$ cat src/rtl/rom_copy_engine.sv
// Boot-time block copier: streams words from one port of the 512x32 ROM
// into a destination memory over a valid/ready write interface.
module rom_copy_engine #(
  parameter int ROM_ADDR_BITS = 9,
  parameter int RAM_ADDR_BITS = 27,
  parameter int DATA_WIDTH    = 32
) (
  input  logic                     clk,
  input  logic                     reset,
  input  logic                     start,
  input  logic [ROM_ADDR_BITS-1:0] src_addr,
  input  logic [RAM_ADDR_BITS-1:0] dst_addr,
  input  logic [ROM_ADDR_BITS:0]   length,
  output logic [ROM_ADDR_BITS-1:0] rom_addr,
  input  logic [DATA_WIDTH-1:0]    rom_q,
  output logic                     ram_wr_valid,
  input  logic                     ram_wr_ready,
  output logic [RAM_ADDR_BITS-1:0] ram_wr_addr,
  output logic [DATA_WIDTH-1:0]    ram_wr_data,
  output logic                     busy,
  output logic                     done
);

  typedef enum logic [2:0] {IDLE, READ, WAIT, WRITE, DONE} state_t;

  localparam logic [ROM_ADDR_BITS:0] LAST_WORD = (ROM_ADDR_BITS+1)'(1);

  state_t                   state;
  state_t                   state_next;
  logic [ROM_ADDR_BITS-1:0] src_ptr;
  logic [RAM_ADDR_BITS-1:0] dst_ptr;
  logic [ROM_ADDR_BITS:0]   remaining;
  logic                     xfer;

  assign xfer = (state == WRITE) && ram_wr_ready;

  always_ff @(posedge clk) begin
    if (reset) state <= IDLE;
    else       state <= state_next;
  end

  // READ presents the address, WAIT absorbs the ROM's registered read latency.
  always_comb begin
    state_next = state;
    case (state)
      IDLE:    if (start) state_next = (length == '0) ? DONE : READ;
      READ:    state_next = WAIT;
      WAIT:    state_next = WRITE;
      WRITE:   if (ram_wr_ready) state_next = (remaining == LAST_WORD) ? DONE : READ;
      DONE:    state_next = IDLE;
      default: state_next = IDLE;
    endcase
  end

  always_ff @(posedge clk) begin
    if (reset) begin
      src_ptr     <= '0;
      dst_ptr     <= '0;
      remaining   <= '0;
      ram_wr_addr <= '0;
      ram_wr_data <= '0;
    end else begin
      if (state == IDLE && start) begin
        src_ptr   <= src_addr;
        dst_ptr   <= dst_addr;
        remaining <= length;
      end
      if (state == WAIT) begin
        ram_wr_data <= rom_q;
        ram_wr_addr <= dst_ptr;
      end
      // Both pointers wrap naturally at their own widths.
      if (xfer) begin
        src_ptr   <= src_ptr + ROM_ADDR_BITS'(1);
        dst_ptr   <= dst_ptr + RAM_ADDR_BITS'(1);
        remaining <= remaining - LAST_WORD;
      end
    end
  end

  assign rom_addr     = src_ptr;
  assign ram_wr_valid = (state == WRITE);
  assign busy         = (state != IDLE);
  assign done         = (state == DONE);

endmodule

$ cat config.mk
export PLATFORM = sky130hd
export DESIGN_NAME = rom_copy_engine
export DESIGN_NICKNAME = d
export VERILOG_FILES = /design/src/rtl/rom_copy_engine.sv
export SDC_FILE = /design/constraint.sdc
export NUM_CORES = 1
export LEC_CHECK = 0
export CAP_MARGIN = 10
export CORE_ASPECT_RATIO = 0.7
export CORE_MARGIN = 10
export CORE_UTILIZATION = 45
export DETAILED_ROUTE_END_ITERATION = 10
export DONT_BUFFER_PORTS = 1
export PLACE_DENSITY = 0.57
export SETUP_SLACK_MARGIN = 0.1
export SYNTH_ARGS = -nofsm -noshare
export SYNTH_HDL_FRONTEND = slang
export SYNTH_SLANG_ARGS = --single-unit
$ cat constraint.sdc
create_clock -name clk -period 2.3 [get_ports clk]
set_clock_uncertainty 0.2 [all_clocks]
set_input_delay 0.46 -clock clk [delete_from_list [all_inputs] [get_ports clk]]
set_output_delay 0.46 -clock clk [all_outputs]
set_load 0.02 [all_outputs]
# After elaboration in Yosys (flattened, before gate mapping)
# Index checks and enable logic that the tools add are counted.
[classes] addsub=3 mul=0 div_mod_pow=0 magnitude_cmp=0 eq_ne=7 shifts=0 muxes=11 n_bitwise=0 reduce_logical=7
[ops] operator="2-to-1 mux 27 bit" n=2
[ops] operator="adder 27 x 1 -> 27 bit, second input constant" n=1
[ops] operator="2-to-1 mux 10 bit" n=2
[ops] operator="2-to-1 mux 9 bit" n=2
[ops] operator="2-to-1 mux 3 bit" n=4
[ops] operator="case mux 3 bit (4 select lines)" n=1
[ops] operator="equality test 10 x 1 -> 1 bit, second input constant" n=1
[ops] operator="zero test 10 bit" n=1
[ops] operator="subtractor 10 x 1 -> 10 bit, second input constant" n=1
[ops] operator="adder 9 x 1 -> 9 bit, second input constant" n=1
[ops] operator="equality test 3 x 2 -> 1 bit, second input constant" n=2
[ops] operator="equality test 3 x 1 -> 1 bit, second input constant" n=1
[ops] operator="equality test 3 bit, second input constant" n=1
[ops] operator="zero test 3 bit" n=1
[ops] operator="nonzero test 3 bit" n=1
[ops] operator="logical AND 1 bit" n=2
[ops] operator="!= test 2 x 1 -> 1 bit, second input constant" n=1
[ops] operator="!= test 2 bit, second input constant" n=1
[ops] operator="AND reduction 2 bit" n=1
[ops] operator="nonzero test 2 bit" n=1
[totals] register_bits=108 latch_bits=0 ram_bits=0 mem_bits_ro=0 in_bits=82 output_inout_bits=71 n_memories=0

# Logic depth before layout (Yosys ltp)
# Gate-level depths: netlist of run 1.
[logic_depth] word_depth=4 ltp_mapped=7 mapped_depth_nobuf=5

# Least setup slack after synthesis of run 1
# Ideal clock, no wire load.
[synth_path] path_type="input -> register" start="input ram_wr_ready" end="register dst_ptr[17]" setup_time_ns=0.074 t_arrival_ns=1.728 slack_ns=0.297 stages=4 n_path_buf=0 cell_sequence="nand4b_2 or4_4 or4_1 a31oi_1"
[synth_via] elab_chain_cells=2
[synth_lines] item="from (decl)" line="17" rtl="input logic ram_wr_ready,"
[synth_lines] item="logical AND 1 bit *" line="35" rtl="assign xfer = (state == WRITE) && ram_wr_ready;"
[synth_lines] item="2-to-1 mux 27 bit / nonzero test 2 bit (equally long branches)"
[synth_lines] item="to (signal assigned)" line="65" rtl="dst_ptr <= dst_addr;"
[synth_lines] item="to (signal assigned)" line="75" rtl="dst_ptr <= dst_ptr + RAM_ADDR_BITS'(1);"
[synth_lines] item="to (decl)" line="31" rtl="logic [RAM_ADDR_BITS-1:0] dst_ptr;"
# Mark *: on every way between the ends. The rest lies on a longest branch, timed or not.
# A chain may end at the register's enable or synchronous reset.

# Worst setup path after layout of run 1
[layout_path] start="register dst_ptr[4]" end="register dst_ptr[21]"
[layout_via] elab_chain_cells=2
[layout_lines] item="adder 27 x 1 -> 27 bit" line="75"
[layout_lines] item="2-to-1 mux 27 bit" line="73" rtl="if (xfer) begin"
# No other way between the ends.

==> impl_metrics.tcl, run 1 <==
set metrics [dict create \
    status "finished, final reports clean" \
    synth_top_family_by_area "simple AND/OR/NAND/NOR gates" \
    synth_cells 626 \
    endpoint_kind "flip-flop" \
    synth_mux_area_share_pct 1.12 \
    place_area_mm2 0.00516 \
    path_max_fanout 8 \
    cts-root-buf "clkbuf_16" \
    dpl.cell_count 759 \
    die_x_um 145 \
    synthXorXnorAreaFrac_pct 0 \
    synth_adder_area_share_pct 1.02 \
    routabilityCongestion 0.900 \
    cts_tree "done" \
    hpwl_um 10800 \
    vdd_drop_max_mv 0.511 \
    synth-simple-area-share_pct 29.6 \
    multi_input_area_mm2 0.00255 \
    die_area_mm2 0.0155 \
    synth.net_count 712 \
    final-seq-area_mm2 0.00216 \
    synthArstFlopShare_pct 0 \
    yosys_warnings 0 \
    pre_cts_slack_ns 0.173 \
    synth_edf_count 0 \
    fillers 1027 \
    port_buffers 0 \
    first_global_vias 4282 \
    fmax_ghz 0.472 \
    core_region_area_mm2 0.0105 \
    rows 31 \
    critPathArrivalTime_ns 2.18 \
    grt.overflow.total 0 \
    n_antenna_cell 0 \
    finalNonFillerCells 777 \
    period_share_pct 92.2 \
    synthTopCellsByCount "154 x nand2_1, 108 x dfxtp_1, 77 x a21oi_1" \
    finalCriticalPeriod_ns 2.12 \
    cts_setup_buffers 0 \
    initial_core_util_pct 46.7 \
    yosys-top-cells-area "dfxtp_1 44%, nand2_1 12%, a21oi_1 7.9%" \
    htreeDepth 3 \
    synth_seq_cells 108 \
    cts_buffers 9 \
    hold_ws_ns 0.0408 \
    netlist-cell-type-count 55 \
    hold_viol 0 \
    tightest_slew_ns 0.637 \
    clock_path_buffers 2 \
    drt_pass1_iterations 4 \
    fin_tns_setup_ns 0 \
    slew_headroom_pct 57.4 \
    ys.flop_type "dfxtp_1" \
    syn_area_mm2 0.00490 \
    grt_max_degree 111 \
    vias 4563 \
    p_per_area_mw_per_mm2 832 \
    power_mw 4.59 \
    synth_compound_area_share_pct 20.0 \
    hold_class "input pin to flip-flop" \
    post-route-util_pct 52.5 \
    setup_slack_ns 0.180 \
    path_clk_slew_ns 0.07 \
    track_usage_pct 18.2 \
    yosysTopAreaCell "dfxtp_1" \
    start_kind "flip-flop" \
    post_drt_wl_per_cell_um 19.4 \
    finalNetCount 710 \
    cp.required_ns 2.36 \
    io_pins 153 \
    totalWireLength_um 15100 \
    cts_num_sinks 108 \
    syn_avg_cell_area_um2 7.83 \
    setup_viol 0 \
    clkLatencyLatePin_ns 0.34 \
    area_growth_pct 12.5 \
    p_leak_nw 1.88 \
    seq_area_frac_synth_pct 44.1 \
    die_y_um 107 \
    antenna_found_initial 0 \
    drc 0 \
    synth_top_cell_area_share_pct 44.1 \
    viasPerCell 5.87 \
    final_max_slew_viol_count 0 \
    drive_gt1_share_pct 9.54 \
    drtIter0Drc 294 \
    cap_violations 0 \
    rsz0062_at_grt "yes" \
    grt_pass1_wl_um 22800 \
    path_class "flip-flop to flip-flop" \
    synth_most_common_cell "nand2_1" \
    final_area_mm2 0.00552 \
    antenna_left 0 \
]
-- cell families (layout without fill, tap and decap cells) --
family,Yosys count,after routing
compound gates,156,156
fa+ha+maj,4,4
buf+inv,52,55
flops,108,108
mux,5,5
simple gates,301,301
-- registers in the layout, summed over array words and instances, names as in the netlist --
name	cells
ram_wr_data	32
remaining	10
rom_addr	9
dst_ptr	27
ram_wr_addr	27
state	3
-- worst paths after layout --
kind	start	endpoint	slack, ns	cells past startpoint
max	dst_ptr[4]$_SDFFE_PP0P_	dst_ptr[21]$_SDFFE_PP0P_	0.18	4
min reg2reg	dst_ptr[26]$_SDFFE_PP0P_	ram_wr_addr[26]$_SDFFE_PP0P_	0.30	2
min	reset	dst_ptr[5]$_SDFFE_PP0P_	0.04	1
max reg2reg	dst_ptr[4]$_SDFFE_PP0P_	dst_ptr[21]$_SDFFE_PP0P_	0.18	4
-- cell type report --
type | instances | area share (%)
sequential | 108 | 39.2
clock buffer | 11 | 4.22
clock inverter | 5 | 1.50
tap | 148 | 3.36
timing repair buffer | 30 | 4.81
multi-input combinational | 466 | 46.3
inverter | 9 | 0.612
-- cell usage in the layout, fill, tap and decap left out, types with 4 or more instances in the layout --
master	synthesis	layout
nor4_1	13	12
o311ai_0	5	5
clkbuf_16	0	9
nand3_1	16	16
a31oi_1	13	13
nor3_1	9	8
nand2_1	154	154
a21oi_1	77	77
nor2_1	42	41
inv_1	9	9
a311oi_1	4	4
dfxtp_1	108	106
a211o_1	4	4
mux2_2	4	4
a211oi_1	6	6
o211ai_1	8	8
nand4_1	15	15
or4_1	6	6
and3_1	12	12
a221oi_1	4	4
or3_1	11	10
buf_4	0	26
ha_1	4	4
o21ai_0	10	10
a22oi_1	5	5
-- power breakdown --
part / total (mW) / switching (mW) / internal (mW) / leakage, nW
Clock: 1.64 / 0.681 / 0.962 / 0.155
Sequential: 2.28 / 0.251 / 2.03 / 0.882
Combinational: 0.676 / 0.416 / 0.260 / 0.842
-- worst max-delay path, stage by stage (launching register included) --
cell	delay, ns
dfxtp_1	0.46
nand4_4	0.20
or4_4	0.59
or4_1	0.42
a31oi_1	0.18
-- metal layers --
metal | vias up | track usage [%] | wire length (um)
met4 | 0 | 3.45 | 109
met1 | 2149 | 22.9 | 6450
met5 | - | 0 | 0
li1 | 2249 | - | -
met2 | 154 | 28.0 | 6960
met3 | 11 | 8.33 | 1580
-- timing repair --
action | in CTS | in global routing
resized for setup | 0 | 5
hold endpoints to repair | 92 | 31
endpoints found under the setup margin | 0 | 6
Note: power is estimated with default switching activity, not from simulation.
==> inputs of run 2 (changes only) <==
--- a/config.mk
+++ b/config.mk
@@ -13,6 +13,7 @@
 export DONT_BUFFER_PORTS = 1
 export PLACE_DENSITY = 0.57
 export SETUP_SLACK_MARGIN = 0.1
+export SKIP_CTS_REPAIR_TIMING = 1
 export SYNTH_ARGS = -nofsm -noshare
 export SYNTH_HDL_FRONTEND = slang
 export SYNTH_SLANG_ARGS = --single-unit
==> constraint.sdc (replaced) <==
create_clock -name clk -period 2.3 [get_ports clk]
set_clock_uncertainty 0.2 [all_clocks]
set_input_delay 0 -clock clk [delete_from_list [all_inputs] [get_ports clk]]
set_output_delay 0 -clock clk [all_outputs]
set_load 0.02 [all_outputs]
==> run 2 against run 1 <==
Net effect:
- count of clock-buffer cells in the layout rose by 1
- largest cell class unchanged
- highest routed layer unchanged
- utilization rose by 0.82 points
- first-iteration DRC count rose by 31%
- flip-flop and latch count did not move
- the flow now finishes with violations (negative hold slack)
- final area rose by 1.6%
- critical endpoint unchanged
==> impl_metrics.tcl, run 2 (synthesis gave the netlist of run 1 again) <==
set metrics [dict create \
    status "finished with violations" \
    violations "negative hold slack" \
    die_y_um 107 \
    setup_slack_ns 0.223 \
    max_stage_delay_ns 0.58 \
    drt_pass1_iterations 5 \
    initial_core_util_pct 46.7 \
    finalCriticalPeriod_ns 2.08 \
    fmax_ghz 0.482 \
    cts_tree "done" \
    cap_violations 0 \
    post-route-util_pct 53.3 \
    cts-root-buf "clkbuf_16" \
    routabilityCongestion 0.892 \
    io_pins 153 \
    power_mw 4.47 \
    setup_viol 0 \
    pre_cts_slack_ns 0.180 \
    p_per_area_mw_per_mm2 798 \
    drc 0 \
    post_drt_wl_per_cell_um 19.6 \
    path_clk_slew_ns 0.07 \
    finalNetCount 722 \
    grt_pass1_wl_um 23600 \
    start_kind "flip-flop" \
    largest_reg_flops 32 \
    area_growth_pct 14.3 \
    clock_path_buffers 2 \
    grt_max_degree 111 \
    hold_class "input pin to flip-flop" \
    fillers 1042 \
    slew_headroom_pct 49.6 \
    path_class "flip-flop to flip-flop" \
    n_antenna_cell 0 \
    first_global_vias 4352 \
    drive_gt1_share_pct 9.20 \
    antenna_left 0 \
    rows 31 \
    slowest_stage "or4_4" \
    dpl.cell_count 757 \
    crit_buf_inv 0 \
    crit_family "simple AND/OR/NAND/NOR gates" \
    worstPathCellList "nand4_4, or4_4, or4_1, a31oi_1" \
    top_register "ram_wr_data" \
    die_x_um 145 \
    die_area_mm2 0.0155 \
    htreeDepth 3 \
    fin_tns_setup_ns 0 \
    hpwl_um 11100 \
    port_buffers 0 \
    period_share_pct 90.3 \
    cts_buffers 9 \
    reg.largest.list "ram_wr_data x32, dst_ptr x27, ram_wr_addr x27" \
    cp.required_ns 2.38 \
    totalWireLength_um 15500 \
    critPathArrivalTime_ns 2.15 \
    clkLatencyLatePin_ns 0.35 \
    layout_commonest_cell "nand2_1" \
    track_usage_pct 19.0 \
    drtIter0Drc 386 \
    tightest_slew_ns 0.754 \
    hold_ws_ns -0.480 \
    mostFrequentLayoutCells "154 x nand2_1, 105 x dfxtp_1, 77 x a21oi_1" \
    cts_num_sinks 108 \
    antenna_found_initial 0 \
    finalNonFillerCells 789 \
    viasPerCell 5.93 \
    p_leak_nw 1.92 \
    endpoint_kind "flip-flop" \
    vias 4678 \
    vdd_drop_max_mv 0.440 \
    final_max_slew_viol_count 0 \
    hold_viol 103 \
    core_region_area_mm2 0.0105 \
    rsz0062_at_grt "yes" \
    path_max_fanout 8 \
    grt.overflow.total 0 \
]
-- run 2: final cells by class --
cell class	instances	area (um2)	share of cell area (%)
clock buffer	12	256	4.58
clock inverter	4	30.0	0.536
inverter	9	33.8	0.603
multi-input combinational	466	2550	45.6
sequential	108	2170	38.6
tap	148	185	3.30
timing repair buffer	42	380	6.79
-- run 2: layer usage --
layer  part of all wire, %  wire length [um]  track usage, %  up-vias
met5                     0                 0               0        -
met4                   1.2               179            4.53        0
met3                    11              1650            8.29       14
met2                    47              7260            29.2      183
met1                    41              6380            23.9     2201
li1                      -                 -               -     2280
-- run 2: through the flow --
stage	area (um2)	hold WS, ns
2_1_floorplan	4900	-0.0640
3_3_place_gp	5150	-0.121
3_5_place_dp	5150	-0.117
4_1_cts	5430	-0.487
5_1_grt	5610	-0.488
6_report	5610	-0.480
-- run 2: path summary, 6_finish.rpt --
path | endpoint | slack [ns] | start | depth (start not counted)
max | dst_ptr[21]$_SDFFE_PP0P_ | 0.22 | dst_ptr[4]$_SDFFE_PP0P_ | 4
min | ram_wr_addr[20]$_SDFFE_PP0P_ | -0.48 | reset | 1
max reg2reg | dst_ptr[21]$_SDFFE_PP0P_ | 0.22 | dst_ptr[4]$_SDFFE_PP0P_ | 4
min reg2reg | remaining[7]$_SDFFE_PP0P_ | 0.30 | remaining[7]$_SDFFE_PP0P_ | 2
-- run 2: report_power, final --
part / internal [mW] / switching (mW)
sequential: 2.03 / 0.258
clock: 0.801 / 0.703
combinational: 0.273 / 0.411
total: 3.10 / 1.37
==> inputs of run 3 (changes only) <==
--- a/config.mk
+++ b/config.mk
@@ -12,6 +12,7 @@
 export DETAILED_ROUTE_END_ITERATION = 10
 export DONT_BUFFER_PORTS = 1
 export PLACE_DENSITY = 0.57
+export REMOVE_ABC_BUFFERS = 1
 export SETUP_SLACK_MARGIN = 0.1
 export SKIP_CTS_REPAIR_TIMING = 1
 export SYNTH_ARGS = -nofsm -noshare
==> run 3 against run 2 <==
Net effect:
- the run still ends with negative hold slack left
- final cell count shrank 0.25%
- flip-flop and latch count is the same
- global-route usage shrank 0.20 points
- register-to-register slack lost 0.02 ns
- die area is the same
- sequential power is essentially flat
- final area shrank 0.54%
- critical path depth grew 2
- fmax shrank 0.86%
- wire length shrank 0.72%
==> impl_metrics.tcl, run 3 (synthesis gave the netlist of run 1 again) <==
set metrics [dict create \
    grt_max_degree 111 \
    vdd_drop_max_mv 0.391 \
    die_area_mm2 0.0155 \
    rr_endpoint "rom_addr[6]$_SDFFE_PP0P_" \
    cap_violations 0 \
    initial_core_util_pct 46.7 \
    first_global_vias 4282 \
    totalWireLength_um 15400 \
    drc 0 \
    fin_tns_setup_ns 0 \
    vias 4688 \
    hold_viol 106 \
    path_class "flip-flop to flip-flop" \
    endpoint "rom_addr[6]$_SDFFE_PP0P_" \
    port_buffers 0 \
    routabilityCongestion 0.907 \
    power_mw 4.43 \
    cts_buffers 9 \
    final_max_slew_viol_count 0 \
    seqPwrFrac_pct 51.5 \
    cts_num_sinks 108 \
    min_from "reset" \
    critical_path.startpoint "state[2]$_SDFFE_PP0P_" \
    clkLatencyLatePin_ns 0.36 \
    tightest_slew_ns 0.748 \
    power_frac_comb_pct 15.1 \
    dpl.cell_count 757 \
    cts-root-buf "clkbuf_16" \
    finalNonFillerCells 787 \
    drive_gt1_share_pct 9.23 \
    area_growth_pct 13.7 \
    grt.overflow.total 0 \
    antenna_left 0 \
    htreeDepth 3 \
    setup_viol 0 \
    viasPerCell 5.96 \
    period_share_pct 91.1 \
    r2r_slack_ns 0.21 \
    antenna_found_initial 0 \
    track_usage_pct 18.8 \
    post-route-util_pct 53.0 \
    finalNetCount 720 \
    setup_slack_ns 0.205 \
    cp.required_ns 2.34 \
    hold_ws_ns -0.480 \
    clock_path_buffers 2 \
    p_per_area_mw_per_mm2 795 \
    io_pins 153 \
    cts_tree "done" \
    drt_pass1_iterations 5 \
    rows 31 \
    core_region_area_mm2 0.0105 \
    grt_pass1_wl_um 23400 \
    top_register "ram_wr_data" \
    n_antenna_cell 0 \
    rr_worst_depth 6 \
    netSwitchingFraction_pct 31.4 \
    die_y_um 107 \
    finalCriticalPeriod_ns 2.09 \
    power_switching_mw 1.39 \
    status "finished with violations" \
    p_leak_nw 1.91 \
    drtIter0Drc 454 \
    die_x_um 145 \
    rsz0062_at_grt "yes" \
    critPathArrivalTime_ns 2.13 \
    endpoint_kind "flip-flop" \
    mostFrequentLayoutCells "154 x nand2_1, 105 x dfxtp_1, 77 x a21oi_1" \
    r2r-start "state[2]$_SDFFE_PP0P_" \
    place_area_mm2 0.00515 \
    layout_commonest_cell "nand2_1" \
    reg.largest.list "ram_wr_data x32, dst_ptr x27, ram_wr_addr x27" \
    violations "negative hold slack" \
    start_kind "flip-flop" \
    hpwl_um 10800 \
    hold_class "input pin to flip-flop" \
    fmax_ghz 0.477 \
    pre_cts_slack_ns 0.142 \
    path_max_fanout 11 \
    largest_reg_flops 32 \
    path_clk_slew_ns 0.08 \
    final_area_mm2 0.00558 \
    clockPowerShare_pct 33.4 \
    intPower_mw 3.04 \
    slew_headroom_pct 50.0 \
    post_drt_wl_per_cell_um 19.5 \
]
==> run 3: changes by cell type in the layout (fill, tap and decap cells not counted), sizes merged <==
cell,delta
clkbuf,-2
clkinv,+2
dlygate4sd3,-2
clkinvlp,-1
inv,+1
==> run 3: worst min path at each step <==
stage,to,depth (start not counted)
floorplan,dst_ptr[10]$_SDFFE_PP0P_,1
global placement,ram_wr_addr[2]$_SDFFE_PP0P_,1
detailed placement,ram_wr_addr[3]$_SDFFE_PP0P_,1
CTS,ram_wr_addr[2]$_SDFFE_PP0P_,1
global route,dst_ptr[3]$_SDFFE_PP0P_,1
finish,rom_addr[4]$_SDFFE_PP0P_,1
==> run 3: layout make-up <==
type / instances / area, um2
well taps: 148 / 185
repair buffers: 40 / 360
inverters: 9 / 33.8
flip-flops and latches: 108 / 2170
multi-input cells: 466 / 2550
fillers: 1007 / 4940
clock inverters: 6 / 47.5
clock buffers: 10 / 229
==> run 3: power by group through the flow <==
stage	Combinational, mW	Sequential (mW)	Clock [mW]
after global placement	0.630	2.32	0
after global routing	0.749	2.31	1.60
after CTS	0.649	2.28	1.52
after detailed placement	0.644	2.33	0
final	0.669	2.28	1.48
after floorplan	0.423	2.29	0
==> run 3: routing by layer <==
| metal | share of wire, % | vias to the layer above | track usage [%] |
|---|---|---|---|
| met4 | 1.9 | 0 | 5.61 |
| li1 | - | 2287 | - |
| met1 | 44 | 2188 | 25.1 |
| met2 | 43 | 182 | 26.8 |
| met5 | 0 | - | 0 |
| met3 | 11 | 31 | 7.85 |
==> run 3: critical path, cell delays in order, from the launching register on <==
cell and delay, ns:
dfxtp_1 0.32, buf_4 0.18, and4b_2 0.36, buf_4 0.20
and2_1 0.22, a311oi_1 0.11, a2111oi_1 0.39
